**src/rtl/isp_pkg.sv**
```systemverilog
// Shared types for the ISP configuration sequencer: FSM states and the
// configuration set that moves from the register slave to the pixel datapath.
package isp_pkg;

  localparam int ISP_SPLIT_W = 11;

  typedef enum logic [1:0] {
    IDLE   = 2'd0,
    ACTIVE = 2'd1,
    GAP    = 2'd2
  } isp_seq_state_t;

  typedef struct packed {
    logic [31:0]            num0to7;
    logic [31:0]            num8to15;
    logic                   en;
    logic [ISP_SPLIT_W-1:0] split_x;
    logic [ISP_SPLIT_W-1:0] split_y;
  } isp_cfg_t;

endpackage

```
**src/rtl/isp_cfg_sequencer_if.sv**
```systemverilog
// Register-slave / frame-sync side of the sequencer and the applied outputs
// toward the datapath. master = stimulus/register side, slave = sequencer.
interface isp_cfg_sequencer_if;
  logic [31:0] cfg_num0to7;
  logic [31:0] cfg_num8to15;
  logic        cfg_en;
  logic [10:0] cfg_split_x;
  logic [10:0] cfg_split_y;
  logic        cfg_commit;
  logic        frame_start;
  logic        frame_end;
  logic        err_clr;
  logic [31:0] isp_num0to7;
  logic [31:0] isp_num8to15;
  logic        isp_en;
  logic [10:0] isp_split_x;
  logic [10:0] isp_split_y;
  logic        cfg_pending;
  logic        cfg_applied;
  logic        in_frame;
  logic [15:0] frame_cnt;
  logic        err_overrun;
  logic        err_sync;

  modport master (
    output cfg_num0to7, cfg_num8to15, cfg_en, cfg_split_x, cfg_split_y,
           cfg_commit, frame_start, frame_end, err_clr,
    input  isp_num0to7, isp_num8to15, isp_en, isp_split_x, isp_split_y,
           cfg_pending, cfg_applied, in_frame, frame_cnt, err_overrun, err_sync
  );

  modport slave (
    input  cfg_num0to7, cfg_num8to15, cfg_en, cfg_split_x, cfg_split_y,
           cfg_commit, frame_start, frame_end, err_clr,
    output isp_num0to7, isp_num8to15, isp_en, isp_split_x, isp_split_y,
           cfg_pending, cfg_applied, in_frame, frame_cnt, err_overrun, err_sync
  );
endinterface

```
**src/rtl/isp_cfg_shadow.sv**
```systemverilog
// Pending (shadow) configuration set: split clamping at capture, pending flag,
// and overrun detection when a commit replaces a set nobody consumed.
module isp_cfg_shadow
  import isp_pkg::*;
#(
  parameter int H_ACTIVE = 1280,
  parameter int V_ACTIVE = 720
) (
  input  logic     HCLK,
  input  logic     HRESET,
  input  logic     commit,
  input  logic     frame_start,
  input  isp_cfg_t cfg,
  output isp_cfg_t pend,
  output logic     pending,
  output logic     overrun_evt
);

  localparam logic [ISP_SPLIT_W-1:0] X_MAX = ISP_SPLIT_W'(H_ACTIVE - 1);
  localparam logic [ISP_SPLIT_W-1:0] Y_MAX = ISP_SPLIT_W'(V_ACTIVE - 1);

  isp_cfg_t clamped;

  always_comb begin
    clamped         = cfg;
    clamped.split_x = (cfg.split_x > X_MAX) ? X_MAX : cfg.split_x;
    clamped.split_y = (cfg.split_y > Y_MAX) ? Y_MAX : cfg.split_y;
  end

  // A frame_start in the same cycle consumes the old set, so the new commit
  // replaces nothing and is not an overrun.
  assign overrun_evt = commit & pending & ~frame_start;

  always_ff @(posedge HCLK or posedge HRESET) begin
    if (HRESET) begin
      pend    <= '0;
      pending <= 1'b0;
    end else begin
      if (commit) pend <= clamped;
      if (commit)                     pending <= 1'b1;
      else if (frame_start & pending) pending <= 1'b0;
    end
  end

endmodule

```
**src/rtl/isp_cfg_sequencer.sv**
```systemverilog
// Frame-synchronous config sequencer: applies the pending set atomically at
// frame start, tracks frame state, counts frames and keeps sticky errors.
module isp_cfg_sequencer
  import isp_pkg::*;
#(
  parameter int H_ACTIVE = 1280,
  parameter int V_ACTIVE = 720
) (
  input  logic                 HCLK,
  input  logic                 HRESET,
  isp_cfg_sequencer_if.slave   bus
);

  isp_cfg_t       cfg_in, pend, app;
  logic           pending, overrun_evt, take;
  logic           applied_q, err_ov_q, err_sy_q;
  logic [15:0]    cnt_q;
  isp_seq_state_t state, state_nx, eff;
  logic           cnt_inc, sync_evt;

  assign cfg_in = '{num0to7:  bus.cfg_num0to7,
                    num8to15: bus.cfg_num8to15,
                    en:       bus.cfg_en,
                    split_x:  bus.cfg_split_x,
                    split_y:  bus.cfg_split_y};

  isp_cfg_shadow #(.H_ACTIVE(H_ACTIVE), .V_ACTIVE(V_ACTIVE)) u_shadow (
    .HCLK        (HCLK),
    .HRESET      (HRESET),
    .commit      (bus.cfg_commit),
    .frame_start (bus.frame_start),
    .cfg         (cfg_in),
    .pend        (pend),
    .pending     (pending),
    .overrun_evt (overrun_evt)
  );

  assign take = bus.frame_start & pending;

  // frame_end is folded in first so a coincident frame_start sees GAP.
  always_comb begin
    eff = state;
    if (state == ACTIVE && bus.frame_end) eff = GAP;
    state_nx = eff;
    cnt_inc  = 1'b0;
    sync_evt = 1'b0;
    if (bus.frame_start) begin
      sync_evt = (eff == ACTIVE);
      if (take && !pend.en) begin
        state_nx = IDLE;
      end else if (eff != IDLE || take) begin
        state_nx = ACTIVE;
        cnt_inc  = 1'b1;
      end
    end
  end

  always_ff @(posedge HCLK or posedge HRESET) begin
    if (HRESET) begin
      state     <= IDLE;
      app       <= '0;
      applied_q <= 1'b0;
      cnt_q     <= '0;
      err_ov_q  <= 1'b0;
      err_sy_q  <= 1'b0;
    end else begin
      state     <= state_nx;
      applied_q <= take;
      if (take)    app   <= pend;
      if (cnt_inc) cnt_q <= cnt_q + 16'd1;
      // Error events take priority over a coincident clear.
      if (overrun_evt)      err_ov_q <= 1'b1;
      else if (bus.err_clr) err_ov_q <= 1'b0;
      if (sync_evt)         err_sy_q <= 1'b1;
      else if (bus.err_clr) err_sy_q <= 1'b0;
    end
  end

  assign bus.isp_num0to7  = app.num0to7;
  assign bus.isp_num8to15 = app.num8to15;
  assign bus.isp_en       = app.en;
  assign bus.isp_split_x  = app.split_x;
  assign bus.isp_split_y  = app.split_y;
  assign bus.cfg_pending  = pending;
  assign bus.cfg_applied  = applied_q;
  assign bus.in_frame     = (state == ACTIVE);
  assign bus.frame_cnt    = cnt_q;
  assign bus.err_overrun  = err_ov_q;
  assign bus.err_sync     = err_sy_q;

endmodule

```
**src/flat_wrapper.sv**
```systemverilog
// flat-port wrapper written by rule: the top's interface ports become plain ports
module isp_cfg_sequencer_flat import isp_pkg::*;
#(
  parameter int H_ACTIVE = 1280,
  parameter int V_ACTIVE = 720
)
  (HCLK, HRESET, bus_cfg_num0to7, bus_cfg_num8to15, bus_cfg_en, bus_cfg_split_x, bus_cfg_split_y, bus_cfg_commit, bus_frame_start, bus_frame_end, bus_err_clr, bus_isp_num0to7, bus_isp_num8to15, bus_isp_en, bus_isp_split_x, bus_isp_split_y, bus_cfg_pending, bus_cfg_applied, bus_in_frame, bus_frame_cnt, bus_err_overrun, bus_err_sync);
  isp_cfg_sequencer_if bus_i ();
  input  logic HCLK;
  input  logic HRESET;
  input wire logic [$bits(bus_i.cfg_num0to7)-1:0] bus_cfg_num0to7;
  input wire logic [$bits(bus_i.cfg_num8to15)-1:0] bus_cfg_num8to15;
  input wire logic [$bits(bus_i.cfg_en)-1:0] bus_cfg_en;
  input wire logic [$bits(bus_i.cfg_split_x)-1:0] bus_cfg_split_x;
  input wire logic [$bits(bus_i.cfg_split_y)-1:0] bus_cfg_split_y;
  input wire logic [$bits(bus_i.cfg_commit)-1:0] bus_cfg_commit;
  input wire logic [$bits(bus_i.frame_start)-1:0] bus_frame_start;
  input wire logic [$bits(bus_i.frame_end)-1:0] bus_frame_end;
  input wire logic [$bits(bus_i.err_clr)-1:0] bus_err_clr;
  output wire logic [$bits(bus_i.isp_num0to7)-1:0] bus_isp_num0to7;
  output wire logic [$bits(bus_i.isp_num8to15)-1:0] bus_isp_num8to15;
  output wire logic [$bits(bus_i.isp_en)-1:0] bus_isp_en;
  output wire logic [$bits(bus_i.isp_split_x)-1:0] bus_isp_split_x;
  output wire logic [$bits(bus_i.isp_split_y)-1:0] bus_isp_split_y;
  output wire logic [$bits(bus_i.cfg_pending)-1:0] bus_cfg_pending;
  output wire logic [$bits(bus_i.cfg_applied)-1:0] bus_cfg_applied;
  output wire logic [$bits(bus_i.in_frame)-1:0] bus_in_frame;
  output wire logic [$bits(bus_i.frame_cnt)-1:0] bus_frame_cnt;
  output wire logic [$bits(bus_i.err_overrun)-1:0] bus_err_overrun;
  output wire logic [$bits(bus_i.err_sync)-1:0] bus_err_sync;
  assign bus_i.cfg_num0to7 = bus_cfg_num0to7;
  assign bus_i.cfg_num8to15 = bus_cfg_num8to15;
  assign bus_i.cfg_en = bus_cfg_en;
  assign bus_i.cfg_split_x = bus_cfg_split_x;
  assign bus_i.cfg_split_y = bus_cfg_split_y;
  assign bus_i.cfg_commit = bus_cfg_commit;
  assign bus_i.frame_start = bus_frame_start;
  assign bus_i.frame_end = bus_frame_end;
  assign bus_i.err_clr = bus_err_clr;
  assign bus_isp_num0to7 = bus_i.isp_num0to7;
  assign bus_isp_num8to15 = bus_i.isp_num8to15;
  assign bus_isp_en = bus_i.isp_en;
  assign bus_isp_split_x = bus_i.isp_split_x;
  assign bus_isp_split_y = bus_i.isp_split_y;
  assign bus_cfg_pending = bus_i.cfg_pending;
  assign bus_cfg_applied = bus_i.cfg_applied;
  assign bus_in_frame = bus_i.in_frame;
  assign bus_frame_cnt = bus_i.frame_cnt;
  assign bus_err_overrun = bus_i.err_overrun;
  assign bus_err_sync = bus_i.err_sync;
  isp_cfg_sequencer #(.H_ACTIVE(H_ACTIVE), .V_ACTIVE(V_ACTIVE)) u_core (.HCLK(HCLK), .HRESET(HRESET), .bus(bus_i));
endmodule
```
**config.mk**
```make
export PLATFORM = sky130hd
export DESIGN_NAME = isp_cfg_sequencer_flat
export DESIGN_NICKNAME = d
export VERILOG_FILES = /design/src/rtl/isp_pkg.sv /design/src/rtl/isp_cfg_sequencer_if.sv /design/src/rtl/isp_cfg_shadow.sv /design/src/rtl/isp_cfg_sequencer.sv /design/src/flat_wrapper.sv
export SDC_FILE = /design/constraint.sdc
export NUM_CORES = 1
export LEC_CHECK = 0
export ABC_AREA = 1
export BUFFER_PORTS_ARGS = -buffer_cell sky130_fd_sc_hd__buf_2
export CAP_MARGIN = 20
export CORE_MARGIN = 3
export CORE_UTILIZATION = 56
export DETAILED_ROUTE_END_ITERATION = 10
export PLACE_DENSITY_LB_ADDON = 0.1
export RECOVER_POWER = 25
export SLEW_MARGIN = 40
export SYNTH_ARGS = -nofsm -noshare
export SYNTH_HDL_FRONTEND = slang
export SYNTH_SLANG_ARGS = --single-unit
```
**constraint.sdc**
```tcl
create_clock -name HCLK -period 15.5 [get_ports HCLK]
set_input_delay 4.65 -clock HCLK [delete_from_list [all_inputs] [get_ports HCLK]]
set_output_delay 4.65 -clock HCLK [all_outputs]
set_load 0.05 [all_outputs]
```
### Word level (Yosys, flattened, before mapping)

Index checks and enable logic that the tools add are counted.

* add/sub/neg operators: 1
* magnitude comparators: 2
* equality and inequality tests: 2
* multiplexer cells: 15
* bitwise gates (word level): 4
* reduce and logical (&&, ||, !) cells: 8

Operators by type and width (count)
* $mux W11: 2
* $add A16 B1 Y16 const B: 1
* $gt A11 B10 Y1 const B: 1
* $gt A11 B11 Y1 const B: 1
* $mux W1: 9
* $mux W2: 4
* $reduce_bool A2 Y1: 4
* $eq A2 B1 Y1 const B: 2
* $and A1 B1 Y1: 3
* $logic_and A1 B1 Y1: 2
* $logic_not A1 Y1: 1
* $logic_or A1 B1 Y1: 1
* $not A1 Y1: 1

* register bits: 196
* input bits: 93
* logic and storage cells: 48

### Depth between registers and ports, before layout

* depth after elaboration: 8
* mapped depth: 9
* gate-level depth less buffers: 8

### Hierarchy

A second synthesis with hierarchy kept.

* cells, all modules: 879
* area total of the unflattened synthesis: 7707.4 sq um

Modules (own cells, without submodules)
* isp_cfg_sequencer: times used 1, cells each 494, area an instance 4282.9 sq um, seq. area each 2702.6 sq um
* isp_cfg_shadow: times used 1, cells each 385, area an instance 3424.5 sq um, seq. area each 2202.1 sq um

### Worst setup path before layout

No wires, ideal clock.

* path kind: register to output
* start point: register u_core.state[1]
* end point: output bus_in_frame
* arrival time: 1.075 ns
* required time: 10.850 ns
* path slack: 9.775 ns
* cell stages (with the launch flop): 2
* path buffers: 0
* path through: dfrtp_1 nor2_1

* word-level cells in the longest chain between the ends: 1

RTL lines
* from (decl): line isp_cfg_sequencer.sv:18 `isp_seq_state_t state, state_nx, eff;`
* from (signal assigned): line isp_cfg_sequencer.sv:67 `state <= state_nx;`
* $eq A2 B1 Y1: line isp_cfg_sequencer.sv:86 `assign bus.in_frame = (state == ACTIVE);`
* to (decl): line flat_wrapper.sv:27 `output wire logic [$bits(bus_i.in_frame)-1:0] bus_in_frame;`

No other way between the ends.

==> results.yml <==
status:
  status: "finished, violations left"
  violations: "capacitance limit, slew limit"
yosys:
  synth_edf_count: 0
  synth_common_cells: "nand2_1, dfrtp_1, o21ai_0, inv_1, nor2_1"
  syn_area_um2: 7600
  yosysMostFrequentCell: "nand2_1"
  yosysWarnings: 0
  syn_avg_cell_area_um2: 9.23
  synth_nets: 918
  synth_top_flop_cell: "dfrtp_1"
  ys_ff_latch: 196
  seq_area_frac_synth: 0.645
  synth_cell_type_count: 25
  syn_inst: 824
  yosys-top-cells-area: "dfrtp_1, nand2_1, o21ai_0"
  synth_top_cell_by_area: "dfrtp_1"
  netlist.area_leader.share: 0.645
  ys_async_sr_fraction: 1.00
setup_path:
  crit_chain: "buf_2 -> clkinvlp_2"
  cp_max_fo: 143
  critPathKind: "primary input to asynchronous set/reset pin"
  crit_family: "buffers and inverters"
  startpoint_type: "primary input"
  arrival_ns: 8.14
  cp-end-kind: "asynchronous set/reset pin"
  critPathMaxStageDelay_ns: 3.29
  critPathSlowestCell: "clkinvlp_2"
  crit_buf_inv: 2
  required_ns: 14.95
power:
  total_leakage_power_nw: 4.86
  vdd_ir_drop_max_mv: 0.0949
  powerDensity_nw_per_um2: 151
cts:
  cts-root-buf: "clkbuf_16"
  cts.reportedPaths.clkPinSlew_ns: 0.07
  cts_buffers: 17
  cts.repair.resized: 0
  post_cts_buffers: 0
  hold_buffers: 0
  h-tree-depth: 4
  clk_latency_ns: 0.43
  clock_sinks: 196
  cts_tree: "built"
  clock_path_buffers: 2
sta:
  max_slew.worst_pin.slew_ns: 5.95
  setup_ws_ns: 6.81
  min_period_over_period: 0.561
  fmax_mhz: 115
  fin_setup_tns_ns: 0
  final_hold_viol_count: 0
  finalCriticalPeriod_ns: 8.69
  slew_headroom: -2.99
  setup_viol: 0
  clock_skew_ns: 0.00450
  grt_setup_unrepaired: "no"
  slew_viol_final: 184
route:
  drt_pass1_iterations: 4
  wl_per_cell_um: 14.1
  dr.first_iter.drc_count: 559
  via_per_inst: 4.97
  vias: 5930
  drc: 0
  totalWireLength_um: 16800
  drtAntennaViolNets: 0
global_routing:
  grt_pass1_wl_um: 26900
  grt_pass1_vias: 5568
  grt_overflow_total: 0
  track_usage: 0.231
  grt_max_degree: 144
  antenna_found_initial: 1
placement:
  post-place-ws_ns: 8.97
  gp_congestion: 0.819
  io_buffers: 200
  hpwl_um: 11200
hold_path:
  hold_class: "register to register"
final_layout:
  syn2layout_area_growth_pct: 22.3
  n_antenna_cell: 0
  nets: 1101
  drive_above_1_share: 0.234
flow_run:
  drv_cap: 2
floorplanning:
  rows: 41
  chipHeight_um: 123
  coreArea_um2: 12900
  start_util: 0.588
  die_w_um: 123
  io_pins: 201
  die-area_um2: 15000
-- metrics by stage --
stage               cell area (um^2)  cells  utilization  hold slack [ns]  power, mW
floorplan                       7600    824            -            0.442      0.863
detailed placement              8690   1160        0.672            0.451      0.955
global placement                8680   1160        0.672            0.449      0.947
CTS                             9320   1192        0.721            0.468       1.42
finish                          9300   1192        0.719            0.469       1.41
global route                    9300   1192        0.719            0.493       1.47
-- cell families (layout without fill, tap and decap cells) --
family | after synthesis | after routing | synth area share
AO/OA/AOI/OAI | 167 | 167 | 0.111
XOR/XNOR | 9 | 9 | 0.0104
adder cells (fa/ha/maj) | 1 | 1 | 0.00165
buffers and inverters | 131 | 327 | 0.0686
flip-flops | 196 | 196 | 0.645
AND/OR/NAND/NOR | 320 | 320 | 0.164
-- cell usage in the layout (no fill, tap or decap), types with 2 or more instances in the layout --
| master | Yosys | final |
|---|---|---|
| nand2_1 | 253 | 253 |
| buf_2 | 18 | 198 |
| dfrtp_1 | 196 | 196 |
| o21ai_0 | 146 | 146 |
| inv_1 | 90 | 89 |
| nor2_1 | 50 | 50 |
| clkbuf_16 | 0 | 17 |
| a21oi_1 | 16 | 16 |
| nand3_1 | 8 | 8 |
| xnor2_1 | 6 | 6 |
| clkinv_2 | 0 | 4 |
| bufinv_16 | 0 | 4 |
| o21ai_1 | 3 | 3 |
| xor2_1 | 3 | 3 |
| nand4_1 | 3 | 3 |
| clkinvlp_4 | 0 | 3 |
| clkbuf_1 | 18 | 3 |
| inv_6 | 0 | 2 |
| buf_6 | 1 | 2 |
-- flip-flops by register name (all words and copies together), names as in the netlist, 2 cells and up --
name                     count
u_core.bus.frame_cnt        16
u_core.bus.isp_split_x      11
u_core.bus.isp_num8to15     32
u_core.bus.isp_split_y      11
u_core.state                 2
u_core.bus.isp_num0to7      32
u_core.u_shadow.pend        87
-- path summary, 6_finish.rpt --
check / startpoint / endpoint / slack [ns] / cells after the start
max: HRESET / u_core.bus.isp_split_y[6]$_DFFE_PP0P_ / 6.81 / 2
min: u_core.u_shadow.pend[12]$_DFFE_PP0P_ / u_core.bus.isp_split_x[1]$_DFFE_PP0P_ / 0.47 / 2
max reg2reg: u_core.u_shadow.pending$_DFFE_PP0P_ / u_core.bus.frame_cnt[9]$_DFFE_PP0P_ / 13.40 / 9
min reg2reg: u_core.u_shadow.pend[12]$_DFFE_PP0P_ / u_core.bus.isp_split_x[1]$_DFFE_PP0P_ / 0.47 / 2
max in group HCLK: bus_cfg_commit / u_core.u_shadow.pend[20]$_DFFE_PP0P_ / 8.78 / 5
min in group asynchronous: HRESET / u_core.bus.isp_num0to7[0]$_DFFE_PP0P_ / 6.09 / 2
-- cell type report --
| cell class | count | area (um^2) |
|---|---|---|
| tap | 172 | 215 |
| clock inverter | 13 | 180 |
| sequential | 196 | 4900 |
| clock buffer | 19 | 443 |
| multi-input combinational | 497 | 2180 |
| timing repair buffer | 203 | 1030 |
| inverter | 92 | 347 |
| fill | 1049 | 3630 |
-- metal layers --
layer  part of all wire  wire length (um)  track usage  vias up
met2               0.47              7840        0.346      164
met4              0.023               378       0.0889        2
met3              0.066              1110       0.0585       30
met1               0.44              7440        0.327     2802
li1                   -                 -            -     2932
met5            0.00077                13            0        -
-- power breakdown --
| group | internal, mW | switching, mW |
|---|---|---|
| combinational | 0.0724 | 0.253 |
| clock | 0.274 | 0.188 |
| sequential | 0.576 | 0.0430 |
No activity file was read; power rests on OpenSTA's default activity.
